## config.mk

```make
export PLATFORM = sky130hd
export DESIGN_NAME = cvmcu_dbg_req_ctrl
export DESIGN_NICKNAME = d
export VERILOG_FILES = /design/src/rtl/cvmcu_dbg_req_ctrl.sv
export SDC_FILE = /design/constraint.sdc
export NUM_CORES = 1
export LEC_CHECK = 0
export BUFFER_PORTS_ARGS = -buffer_cell sky130_fd_sc_hd__buf_2
export CORE_ASPECT_RATIO = 0.7
export CORE_MARGIN = 2
export CORE_UTILIZATION = 32
export CTS_CLUSTER_SIZE = 28
export DETAILED_ROUTE_END_ITERATION = 8
export HOLD_SLACK_MARGIN = 0.12
export PLACE_DENSITY = 0.58
export SYNTH_ARGS = -nofsm -noshare
export SYNTH_HDL_FRONTEND = slang
export SYNTH_SLANG_ARGS = --single-unit
```

## constraint.sdc

```tcl
create_clock -name clk -period 5.1 [get_ports clk]
set_input_delay 1.02 -clock clk [delete_from_list [all_inputs] [get_ports clk]]
set_output_delay 1.02 -clock clk [all_outputs]
set_load 0.01 [all_outputs]
```

## src/rtl/cvmcu_dbg_req_ctrl.sv

```systemverilog
// Multi-hart debug request controller.
// Holds a debug request to each hart until that hart enters debug mode, and
// flags a sticky timeout if the hart never responds. Halt groups fan one
// request out to every group member. stoptimer_o covers any hart in debug
// mode plus a programmable hold after it resumes.
//
// Ports:
//   clk               clock, all state on rising edge
//   reset             asynchronous active-high reset
//   debug_req_i       level debug request per hart from the debug module
//   halt_group_i      halt-group membership mask, sampled each cycle
//   hart_halted_i     per-hart "in debug mode" status
//   clr_timeout_i     clears all timeout_o bits
//   hart_debug_req_o  debug request to each core
//   timeout_o         sticky per-hart request timeout flag
//   stoptimer_o       stop system timer while any hart is halted or in hold
module cvmcu_dbg_req_ctrl #(
    parameter int unsigned NUM_HARTS   = 4,
    parameter int unsigned REQ_TIMEOUT = 256,
    parameter int unsigned STOP_HOLD   = 8
) (
    input  logic                 clk,
    input  logic                 reset,
    input  logic [NUM_HARTS-1:0] debug_req_i,
    input  logic [NUM_HARTS-1:0] halt_group_i,
    input  logic [NUM_HARTS-1:0] hart_halted_i,
    input  logic                 clr_timeout_i,
    output logic [NUM_HARTS-1:0] hart_debug_req_o,
    output logic [NUM_HARTS-1:0] timeout_o,
    output logic                 stoptimer_o
);

    localparam int unsigned CNT_MAX    = (REQ_TIMEOUT > STOP_HOLD) ? REQ_TIMEOUT : STOP_HOLD;
    localparam int unsigned CNT_W      = (CNT_MAX > 0) ? $clog2(CNT_MAX + 1) : 1;
    localparam bit          TIMEOUT_EN = (REQ_TIMEOUT != 0);
    localparam bit          HOLD_EN    = (STOP_HOLD != 0);
    // Guarded so a disabled timeout never produces a wrapped constant.
    localparam int unsigned TO_LAST    = TIMEOUT_EN ? (REQ_TIMEOUT - 1) : 0;

    typedef enum logic [1:0] {
        ST_IDLE   = 2'd0,
        ST_REQ    = 2'd1,
        ST_HALTED = 2'd2,
        ST_RESUME = 2'd3
    } state_e;

    logic                 grp_hit;
    logic [NUM_HARTS-1:0] eff_req;
    logic [NUM_HARTS-1:0] stop_vec;

    // Any requested group member pulls in every other member of the group.
    assign grp_hit     = |(debug_req_i & halt_group_i);
    assign eff_req     = debug_req_i | (halt_group_i & {NUM_HARTS{grp_hit}});
    assign stoptimer_o = |stop_vec;

    for (genvar i = 0; i < NUM_HARTS; i++) begin : g_hart
        state_e           state_q;
        logic [CNT_W-1:0] cnt_q;
        logic             timeout_q;
        logic             to_hit;

        // Final pending cycle; halt in the same cycle takes precedence.
        assign to_hit = TIMEOUT_EN && (state_q == ST_REQ) && !hart_halted_i[i]
                        && (cnt_q == CNT_W'(TO_LAST));

        // Per-hart request FSM with shared timeout/hold counter.
        always_ff @(posedge clk or posedge reset) begin
            if (reset) begin
                state_q   <= ST_IDLE;
                cnt_q     <= '0;
                timeout_q <= 1'b0;
            end else begin
                case (state_q)
                    ST_IDLE: begin
                        if (hart_halted_i[i]) begin
                            state_q <= ST_HALTED;
                        end else if (eff_req[i]) begin
                            state_q <= ST_REQ;
                            cnt_q   <= '0;
                        end
                    end
                    ST_REQ: begin
                        if (hart_halted_i[i]) begin
                            state_q <= ST_HALTED;
                        end else if (to_hit) begin
                            state_q <= ST_IDLE;
                        end else begin
                            cnt_q <= cnt_q + CNT_W'(1);
                        end
                    end
                    ST_HALTED: begin
                        if (!hart_halted_i[i]) begin
                            if (HOLD_EN) begin
                                state_q <= ST_RESUME;
                                cnt_q   <= CNT_W'(STOP_HOLD);
                            end else begin
                                state_q <= ST_IDLE;
                            end
                        end
                    end
                    ST_RESUME: begin
                        if (hart_halted_i[i]) begin
                            state_q <= ST_HALTED;
                        end else if (cnt_q == CNT_W'(1)) begin
                            state_q <= ST_IDLE;
                        end else begin
                            cnt_q <= cnt_q - CNT_W'(1);
                        end
                    end
                    default: state_q <= ST_IDLE;
                endcase

                // Setting beats a simultaneous clear.
                if (to_hit) begin
                    timeout_q <= 1'b1;
                end else if (clr_timeout_i) begin
                    timeout_q <= 1'b0;
                end
            end
        end

        assign hart_debug_req_o[i] = (state_q == ST_REQ);
        assign timeout_o[i]        = timeout_q;
        assign stop_vec[i]         = (state_q == ST_HALTED) || (state_q == ST_RESUME);
    end

endmodule

```

Word level (Yosys, flattened, before mapping). Index checks and enable logic that the tools add are counted.

$add $sub $neg: 8. Multiply operators: 0. Divide/modulo/power cells: 0. $lt $le $gt $ge: 0. Equality and inequality tests: 60. Shift-type cells: 0. Multiplexer cells: 69. Bitwise logic cells: 3. Reduce and logical (&&, ||, !) cells: 34.

Operators with widths (number): 9-bit 2-to-1 mux (28); 9-bit case mux with 4 select lines (4); 2-bit 2-to-1 mux (28); 2-bit != test (second input constant) (28); 9-bit by 1-bit adder with 9-bit output (second input constant) (4); 9-bit by 1-bit equality test with 1-bit output (second input constant) (4); 9-bit by 8-bit equality test with 1-bit output (second input constant) (4); 9-bit by 1-bit subtractor with 9-bit output (second input constant) (4); 2-bit case mux with 4 select lines (4); 7-bit AND reduction (4); 3-bit != test (second input constant) (8); 2-bit equality test (second input constant) (8); 4-bit AND reduction (4); 3-bit by 2-bit != test with 1-bit output (second input constant) (4); 4-bit AND (2); 2-bit by 1-bit equality test with 1-bit output (second input constant) (4); 1-bit logical AND (8); 2-bit zero test (4); 2-bit nonzero test (4); 4-bit OR reduction (2); 1-bit 2-to-1 mux (5); 1-bit zero test (4); 1-bit logical OR (4); 4-bit OR (1).

Bits in registers: 48. Bits in latches: 0. RAM bits: 0. Bits in read-only memories: 0. Input port bits: 15. Output and inout bits: 9. Logic and storage cells: 186. Memories kept: 0.

Longest topological paths before layout. Gate-level depths: netlist of run 1.

Word-level depth: 7. Gate-level depth with buffers: 10.

Least setup slack after synthesis of run 1. OpenSTA, ideal clock, no wires.

Kind: reg2reg. Start: register g_hart[1].cnt_q[3]. End: register g_hart[1].cnt_q[6]. Arrival: 2.305 ns. Data required time: 4.978 ns. Path slack: 2.674 ns. Stages on the path, launching flop included: 10. Path buffers: 0. Period minus slack after synthesis: 2.426 ns. Path through: dfrtp_1 and2_2 and4_1 and3_1 ha_1 nor2b_1 a31o_4 a221oi_4 a21bo_1 a32o_1.

Word-level cells in the longest chain between the ends: 4. Elaborated cells between the ends (all ways): 13. Classes of those cells: add/sub (2); eq/ne (4); mux (5); reduce/logical (2).

RTL lines: start: declaration (RTL line 58) `logic [CNT_W-1:0] cnt_q;`; start signal: assignment (RTL line 88) `cnt_q <= cnt_q + CNT_W'(1);`; start signal: assignment (RTL line 95) `cnt_q <= CNT_W'(STOP_HOLD);`; start signal: assignment (RTL line 107) `cnt_q <= cnt_q - CNT_W'(1);`; 9-bit by 1-bit subtractor with 9-bit output, or another cell as far along (RTL line 107); 9-bit 2-to-1 mux, or another cell as far along (RTL line 104) `end else if (cnt_q == CNT_W'(1)) begin`; 9-bit 2-to-1 mux, or another cell as far along (RTL line 102) `if (hart_halted_i[i]) begin`; 9-bit case mux with 4 select lines or 7-bit AND reduction (tied branches).

Several ways; a longest one is shown, not always the timed one. The select of a mux whose other input is x is not followed. A chain may end at the register's enable or synchronous reset.

Worst setup path in the final report of run 1. Ends and elaborated chain as after synthesis.

==> summary.md, run 1 <==
| Metric | Value |
|---|---|
| Hold_buf cts | `0` |
| Fin crit share | `a little over half` |
| Fin Clk Skew | `6.66 ps` |
| Fmax | `roughly 0.36 GHz` |
| Setup WS pre-CTS | `2060 ps` |
| Reg clk slew, reported paths | `70 ps` |
| Static leakage | `~1.7 nW` |
| First-iteration detailed-routing DRC count | `368` |
| H-tree Lvls | `2` |
| Drt pass-1 iters | `5` |
| WL final | `about 9300 um` |
| Synthesized area per cell | `8.34 um2` |
| Commonest non-fill, non-tap cell in the layout | `dfrtp_1` |
| Nature of the critical path startpoint | `flip-flop` |
| Buffers on Ports | `23` |
| #FFs+latches synth | `48` |
| Max VDD drop | `between 0.15 and 0.2 mV` |
| Worst Tran Pin Value | `about 1100 ps` |
| Max stage delay cell, worst path | `a221oi_4` |
| CP bufs+invs | `0` |
| Post-cts resize count | `0` |
| Mapped cell area | `approximately 0.0036 mm2` |
| Post-synth top area share | `33.6%` |
| Critical path class | `flip-flop to flip-flop` |
| Post-CTS Setup Bufs | `0` |
| Final-report setup violation count | `0` |
| Via count | `roughly 3300` |
| Global-route wire length before repair | `15900 um` |
| Seq/Total Area, Yosys | `~34%` |
| Arrival @ worst endpoint | `a little under 3000 ps` |
| Final Hold Viols | `0` |
| Most frequent cells in the layout | `dfrtp_1, nand2_1, inv_1` |
| DR DRC count | `0` |
| Post-Synthesis Cells | `429` |
| FF-to-FF setup slack | `2330 ps` |
| Initial antenna violation count | `0` |
| Cell accounting for the most synthesized area | `dfrtp_1` |
| Netlist cell types | `68` |
| Gpl congestion | `around 0.80` |
| Clk sinks | `48` |
| RSZ-0062 raised after global routing | `no` |
| Fin crit period | `around 2800 ps` |
| Outcome | `finished clean` |
| CP Cell Sequence | `and2_2 -> and4_1 -> and3_1 -> ha_1 -> nor2b_1 -> a31o_4 -> a221oi_4 -> a21bo_1 -> a32o_1` |
| Crit Path Max Fanout | `10` |
| PD cells | `roughly 470 mW/mm2` |
| Via-to-Cell Ratio | `~5.7` |
| Area Overhead vs Synth | `9.30%` |
| GRT overflow | `0` |
| Family with the most delay on the worst path | `compound AO/OA/AOI/OAI gates` |
| Max Cap Viol | `0` |
| Drt wl/cell | `16.0 um` |
| Reg-to-reg startpoint | `g_hart[1].cnt_q[3]$_DFFE_PP0P_` |
| Ranking of synthesized cells by area | `dfrtp_1, ha_1, nand2_1` |
| WP data required | `5290 ps` |
| Setup WS post-layout | `between 2000 and 2500 ps` |
| Syn_nets | `460` |
| CP endpoint kind | `flip-flop` |
| DIE WIDTH | `between 100 and 150 um` |
| CP Launch Point | `g_hart[1].cnt_q[3]$_DFFE_PP0P_` |
| Warnings from Yosys | `0` |
| Core area | `roughly 0.011 mm2` |
| Vias in the first global route | `3140` |
| Setup TNS | `0 ps` |
| Async S/R FF share, synth | `100%` |
| DP HPWL | `about 6400 um` |
| ANT nets after route | `0` |
| GRT Total Usage | `between 10% and 20%` |
| Pin count of the biggest net entering global routing | `49` |
| Clk_lat worst skew | `between 200 and 300 ps` |
| Clock root cell | `clkbuf_16` |
| Die Y | `around 92 um` |
| DIE AREA | `approximately 0.012 mm2` |
| CP peak stage delay | `about 510 ps` |
| Initial Utilization | `between 30% and 40%` |
| Post-synth EDFFs | `0` |
| Slew Viols, Final | `0` |
| CTS tree | `yes` |
| Layout cell share with drive strength beyond 1 | `11.4%` |
| Ys flop type | `dfrtp_1` |
| I/O pins | `24` |
| Hold Startpoint | `g_hart[1].timeout_q$_DFFE_PP0P_` |
| Layout net count | `460` |
| Diode count | `0` |
| Rel. slew slack | `about a quarter` |
| Clock buffer count from CTS | `5` |
| FP Rows | `32` |
| Worst Hold Class | `flip-flop to flip-flop` |
| Clock Path Buffers | `2` |
## per-layer routing
layer / global-route usage, % / up-vias / part of all wire (%)
li1: - / 1581 / -
met1: 23.2 / 1625 / 48
met2: 26.9 / 83 / 47
met3: 3.00 / 5 / 4.5
met4: 2.93 / 0 / 0.55
met5: 0 / - / 0
## worst register-to-register path: cells and delay by family, from the launching register on
kind	cells	cell delay, ps
compound gates	4	1260
simple gates	4	770
flops	1	460
fa+ha+maj	1	180
## synth_stat cells (5+ instances only)
cell type	instances
nand2_1	42
dfrtp_1	48
o22ai_1	9
nor3_1	15
clkbuf_1	14
nand4_1	6
a21oi_1	18
inv_1	31
a32o_1	7
nand3_1	19
o21ai_1	7
buf_2	8
o31ai_1	9
ha_1	16
and2_1	6
o21ai_0	28
nor2_1	25
buf_4	5
nor2b_1	8
a31oi_1	7
mux2i_1	6
or3_1	6
## layout make-up
| type | instances | area (um2) |
|---|---|---|
| inverters | 32 | 120 |
| flip-flops and latches | 48 | 1200 |
| clock buffers | 5 | 125 |
| fillers | 1166 | 7060 |
| repair buffers | 23 | 115 |
| multi-input cells | 319 | 2110 |
| clock inverters | 3 | 42.5 |
| well taps | 153 | 191 |
## registers in the layout (all words and copies together) (netlist names), named ones only
signal / cells
g_hart.timeout_q: 4
g_hart.state_q: 7
g_hart.cnt_q: 36
## logic make-up after synthesis
kind of cell,count (synthesis),share of synthesized area [%]
compound gates,124,24.5
xor+xnor,6,1.47
fa+ha+maj,16,5.60
buf+inv,62,7.31
flops,48,33.6
mux,6,1.68
simple gates,167,25.8
## per-stage QoR
| step | total power [W] | utilization (%) | hold WS [ps] | instances | area (um2) |
|---|---|---|---|---|---|
| floorplan | 0.00128 | - | 464 | 429 | 3580 |
| global placement | 0.00141 | 34.1 | 478 | 575 | 3740 |
| detailed placement | 0.00145 | 34.1 | 481 | 575 | 3740 |
| CTS | 0.00184 | 35.6 | 496 | 583 | 3910 |
| global route | 0.00201 | 35.6 | 520 | 583 | 3910 |
| finish | 0.00184 | 35.6 | 489 | 583 | 3910 |
## worst paths after layout
| check | cells after the start | endpoint |
|---|---|---|
| worst max register to register | 9 | g_hart[1].cnt_q[6]$_DFFE_PP0P_ |
| min in group asynchronous | 2 | g_hart[0].cnt_q[2]$_DFFE_PP0P_ |
| max in group asynchronous | 2 | g_hart[1].timeout_q$_DFFE_PP0P_ |
| worst min register to register | 1 | g_hart[1].timeout_q$_DFFE_PP0P_ |
| worst min-delay path | 1 | g_hart[1].timeout_q$_DFFE_PP0P_ |
| worst max-delay path | 9 | g_hart[1].cnt_q[6]$_DFFE_PP0P_ |
## where the power goes
part,switching (W),internal [W],leakage [nW],total (W)
sequential,0.000256,0.000496,0.606,0.000752
clock,0.000158,0.000231,0.0798,0.000389
combinational,0.000377,0.000327,0.982,0.000703
total,0.000790,0.00105,1.67,0.00184
Power figures use the tool's default switching activity.
==> inputs of run 2 (changes only) <==
- clock period: 5.1 -> 2.61 ns (I/O delays scaled with it)
==> summary.md, run 2 (synthesis results as in run 1) <==
| Metric | Value |
|---|---|
| Nature of the critical path startpoint | `flip-flop` |
| Area of the multi-input gates | `0.00211 mm2 (unchanged)` |
| Layout net count | `479 (+4.1%)` |
| Grt peak-use layer | `met2` |
| Layout cell share with drive strength beyond 1 | `14.9% (+3.5 points)` |
| FP Rows | `32 (unchanged)` |
| Core Util, Final | `36.9% (+1.3 points)` |
| H-tree Lvls | `2 (unchanged)` |
| Clock buffer count from CTS | `5 (unchanged)` |
| Most flops, register | `g_hart.cnt_q` |
| Clk_lat worst skew | `290 ps (about the same)` |
| Drt pass-1 iters | `4 (-1)` |
| M1 GR Usage | `24.0% (+0.79 points)` |
| Final Hold Viols | `0 (unchanged)` |
| WL final | `9430 um (+1.1%)` |
| Hold_buf cts | `0 (unchanged)` |
| Pin count of the biggest net entering global routing | `49 (unchanged)` |
| PD cells | `923 mW/mm2 (+96%)` |
| Fin crit period | `2480 ps (-290 ps)` |
| Comb pwr share | `44.6% (+6.5 points)` |
| Diode count | `0 (unchanged)` |
| First-iteration detailed-routing DRC count | `384 (+4.3%)` |
| Drt wl/cell | `15.7 um (-2.1%)` |
| Clock Path Buffers | `2 (unchanged)` |
| Core area | `0.0110 mm2 (unchanged)` |
| Outcome | `finished clean` |
| GRT overflow | `0 (unchanged)` |
| Via-to-Cell Ratio | `5.55 (-1.8%)` |
| Fin crit share | `95.0% (+41 points)` |
| Post-CTS Setup Bufs | `0 (unchanged)` |
| Initial antenna violation count | `0 (unchanged)` |
| Arrival @ worst endpoint | `2660 ps (-300 ps)` |
| Max reg flops | `36 (unchanged)` |
| M2 GR Usage | `25.9% (-1.0 points)` |
| DIE AREA | `0.0121 mm2 (unchanged)` |
| Commonest non-fill, non-tap cell in the layout | `dfrtp_1` |
| Worst Hold Class | `input pin to asynchronous set/reset pin` |
| Reg area | `0.00120 mm2 (unchanged)` |
| RSZ-0062 raised after global routing | `no` |
| GRT Total Usage | `16.5% (+0.037 points)` |
| Clk sinks | `48 (unchanged)` |
| Fmax | `0.403 GHz (+12%)` |
| Worst Tran Pin Value | `671 ps (-438 ps)` |
| Switching Fraction | `42.2% (-0.72 points)` |
| Vias in the first global route | `3199 (+1.9%)` |
| Total Power | `0.00374 W (+100%)` |
| Clock Power Share | `20.2% (-0.9 points)` |
| Final-report setup violation count | `0 (unchanged)` |
| Most frequent cells in the layout | `dfrtp_1, nand2_1, inv_1` |
| CTS tree | `yes` |
| Setup TNS | `0 ps (unchanged)` |
| Crit Path Max Fanout | `8 (-2)` |
| Initial Utilization | `32.6% (unchanged)` |
| FF-to-FF setup slack | `130 ps (-2200 ps)` |
| ANT nets after route | `0 (unchanged)` |
| CP endpoint kind | `flip-flop` |
| Max VDD drop | `0.323 mV (+110%)` |
| Psw | `0.00158 W (+100%)` |
| Reg clk slew, reported paths | `70 ps (about the same)` |
| DR DRC count | `0 (unchanged)` |
| Critical path class | `flip-flop to flip-flop` |
| Die Y | `92.5 um (unchanged)` |
| Via count | `3341 (+1.4%)` |
| Regs by FF count | `g_hart.cnt_q (36), g_hart.state_q (7), g_hart.timeout_q (4)` |
| DP HPWL | `6660 um (+3.3%)` |
| Slew Viols, Final | `0 (unchanged)` |
| Fin Clk Skew | `7.30 ps (+0.645 ps)` |
| DIE WIDTH | `130 um (unchanged)` |
| Global-route wire length before repair | `16000 um (+0.73%)` |
| Clock root cell | `clkbuf_16` |
| Buffers on Ports | `23 (unchanged)` |
| Area Overhead vs Synth | `13.3%` |
| Static leakage | `1.76 nW (+5.7%)` |
| Max Cap Viol | `0 (unchanged)` |
| Gpl congestion | `0.878 (+9.4%)` |
| Fill cells | `1145 (-1.8%)` |
| Seq pwr share | `35.2% (-5.6 points)` |
| Final Cell Area | `0.00405 mm2 (+3.6%)` |
| Rel. slew slack | `55.3% (+29 points)` |
| Internal power | `0.00216 W (+110%)` |
| Met3 GRT Util | `3.00% (unchanged)` |
| I/O pins | `24 (unchanged)` |
| Placed cell areas | `0.00388 mm2 (+3.8%)` |
| WP data required | `2790 ps (-2500 ps)` |
## run 2: cell types whose count changed in the layout (fill, tap and decap cells not counted), sizes merged
cell      before  now
buf           23   42
clkinvlp       1    0
clkbuf         5    6
## run 2: layout make-up
type | count | share of cell area [%]
Clock inverter | 2 | 0.864
Multi-Input combinational cell | 319 | 52.2
Tap cell | 153 | 4.72
Timing Repair Buffer | 42 | 6.45
Inverter | 32 | 2.96
Clock buffer | 6 | 3.18
Sequential cell | 48 | 29.6
## run 2: metrics by stage
step                hold WS, ps  instances  setup WS (ps)
floorplan                   464        429            184
global placement            487        594            206
detailed placement          501        594            134
CTS                         429        602            119
global route                448        602           2.29
finish                      395        602            130
## run 2: power groups by stage
| stage | Clock (W) | Sequential, W | Combinational [W] |
|---|---|---|---|
| floorplan | 0 | 0.00118 | 0.00133 |
| global placement | 0 | 0.00131 | 0.00160 |
| detailed placement | 0 | 0.00132 | 0.00164 |
| CTS | 0.000774 | 0.00131 | 0.00166 |
| global route | 0.000805 | 0.00136 | 0.00189 |
| finish | 0.000755 | 0.00132 | 0.00167 |
## run 2: worst paths after layout
kind / from / endpoint / cells past startpoint
min in group clk: hart_halted_i[3] / g_hart[3].cnt_q[3]$_DFFE_PP0P_ / 2
hold / removal: reset / g_hart[0].cnt_q[6]$_DFFE_PP0P_ / 3
max in group asynchronous: reset / g_hart[0].cnt_q[1]$_DFFE_PP0P_ / 3
setup reg to reg: g_hart[1].cnt_q[4]$_DFFE_PP0P_ / g_hart[1].cnt_q[7]$_DFFE_PP0P_ / 10
setup / recovery: g_hart[1].cnt_q[4]$_DFFE_PP0P_ / g_hart[1].cnt_q[7]$_DFFE_PP0P_ / 10
hold reg to reg: g_hart[0].timeout_q$_DFFE_PP0P_ / g_hart[0].timeout_q$_DFFE_PP0P_ / 1
## run 2: metal layers
metal	wire length, um	vias to the layer above
li1	-	1614
met1	4460	1620
met2	4380	100
met3	541	7
met4	55	0
met5	0	-
## run 2: critical path, cell delays in order, from the launching register on
cell	delay, ps
dfrtp_1	430
and2_2	220
and4_1	210
and3_1	180
ha_1	160
nor2b_1	150
a31o_4	280
a221oi_4	280
buf_6	180
o21ai_1	70
a32o_1	200
## run 2: timing repair
| action | 4_1_cts | 5_1_grt |
|---|---|---|
| endpoints found under the setup margin | 0 | 3 |
| gates resized for setup | 0 | 1 |
| hold endpoints to repair | 0 | 0 |
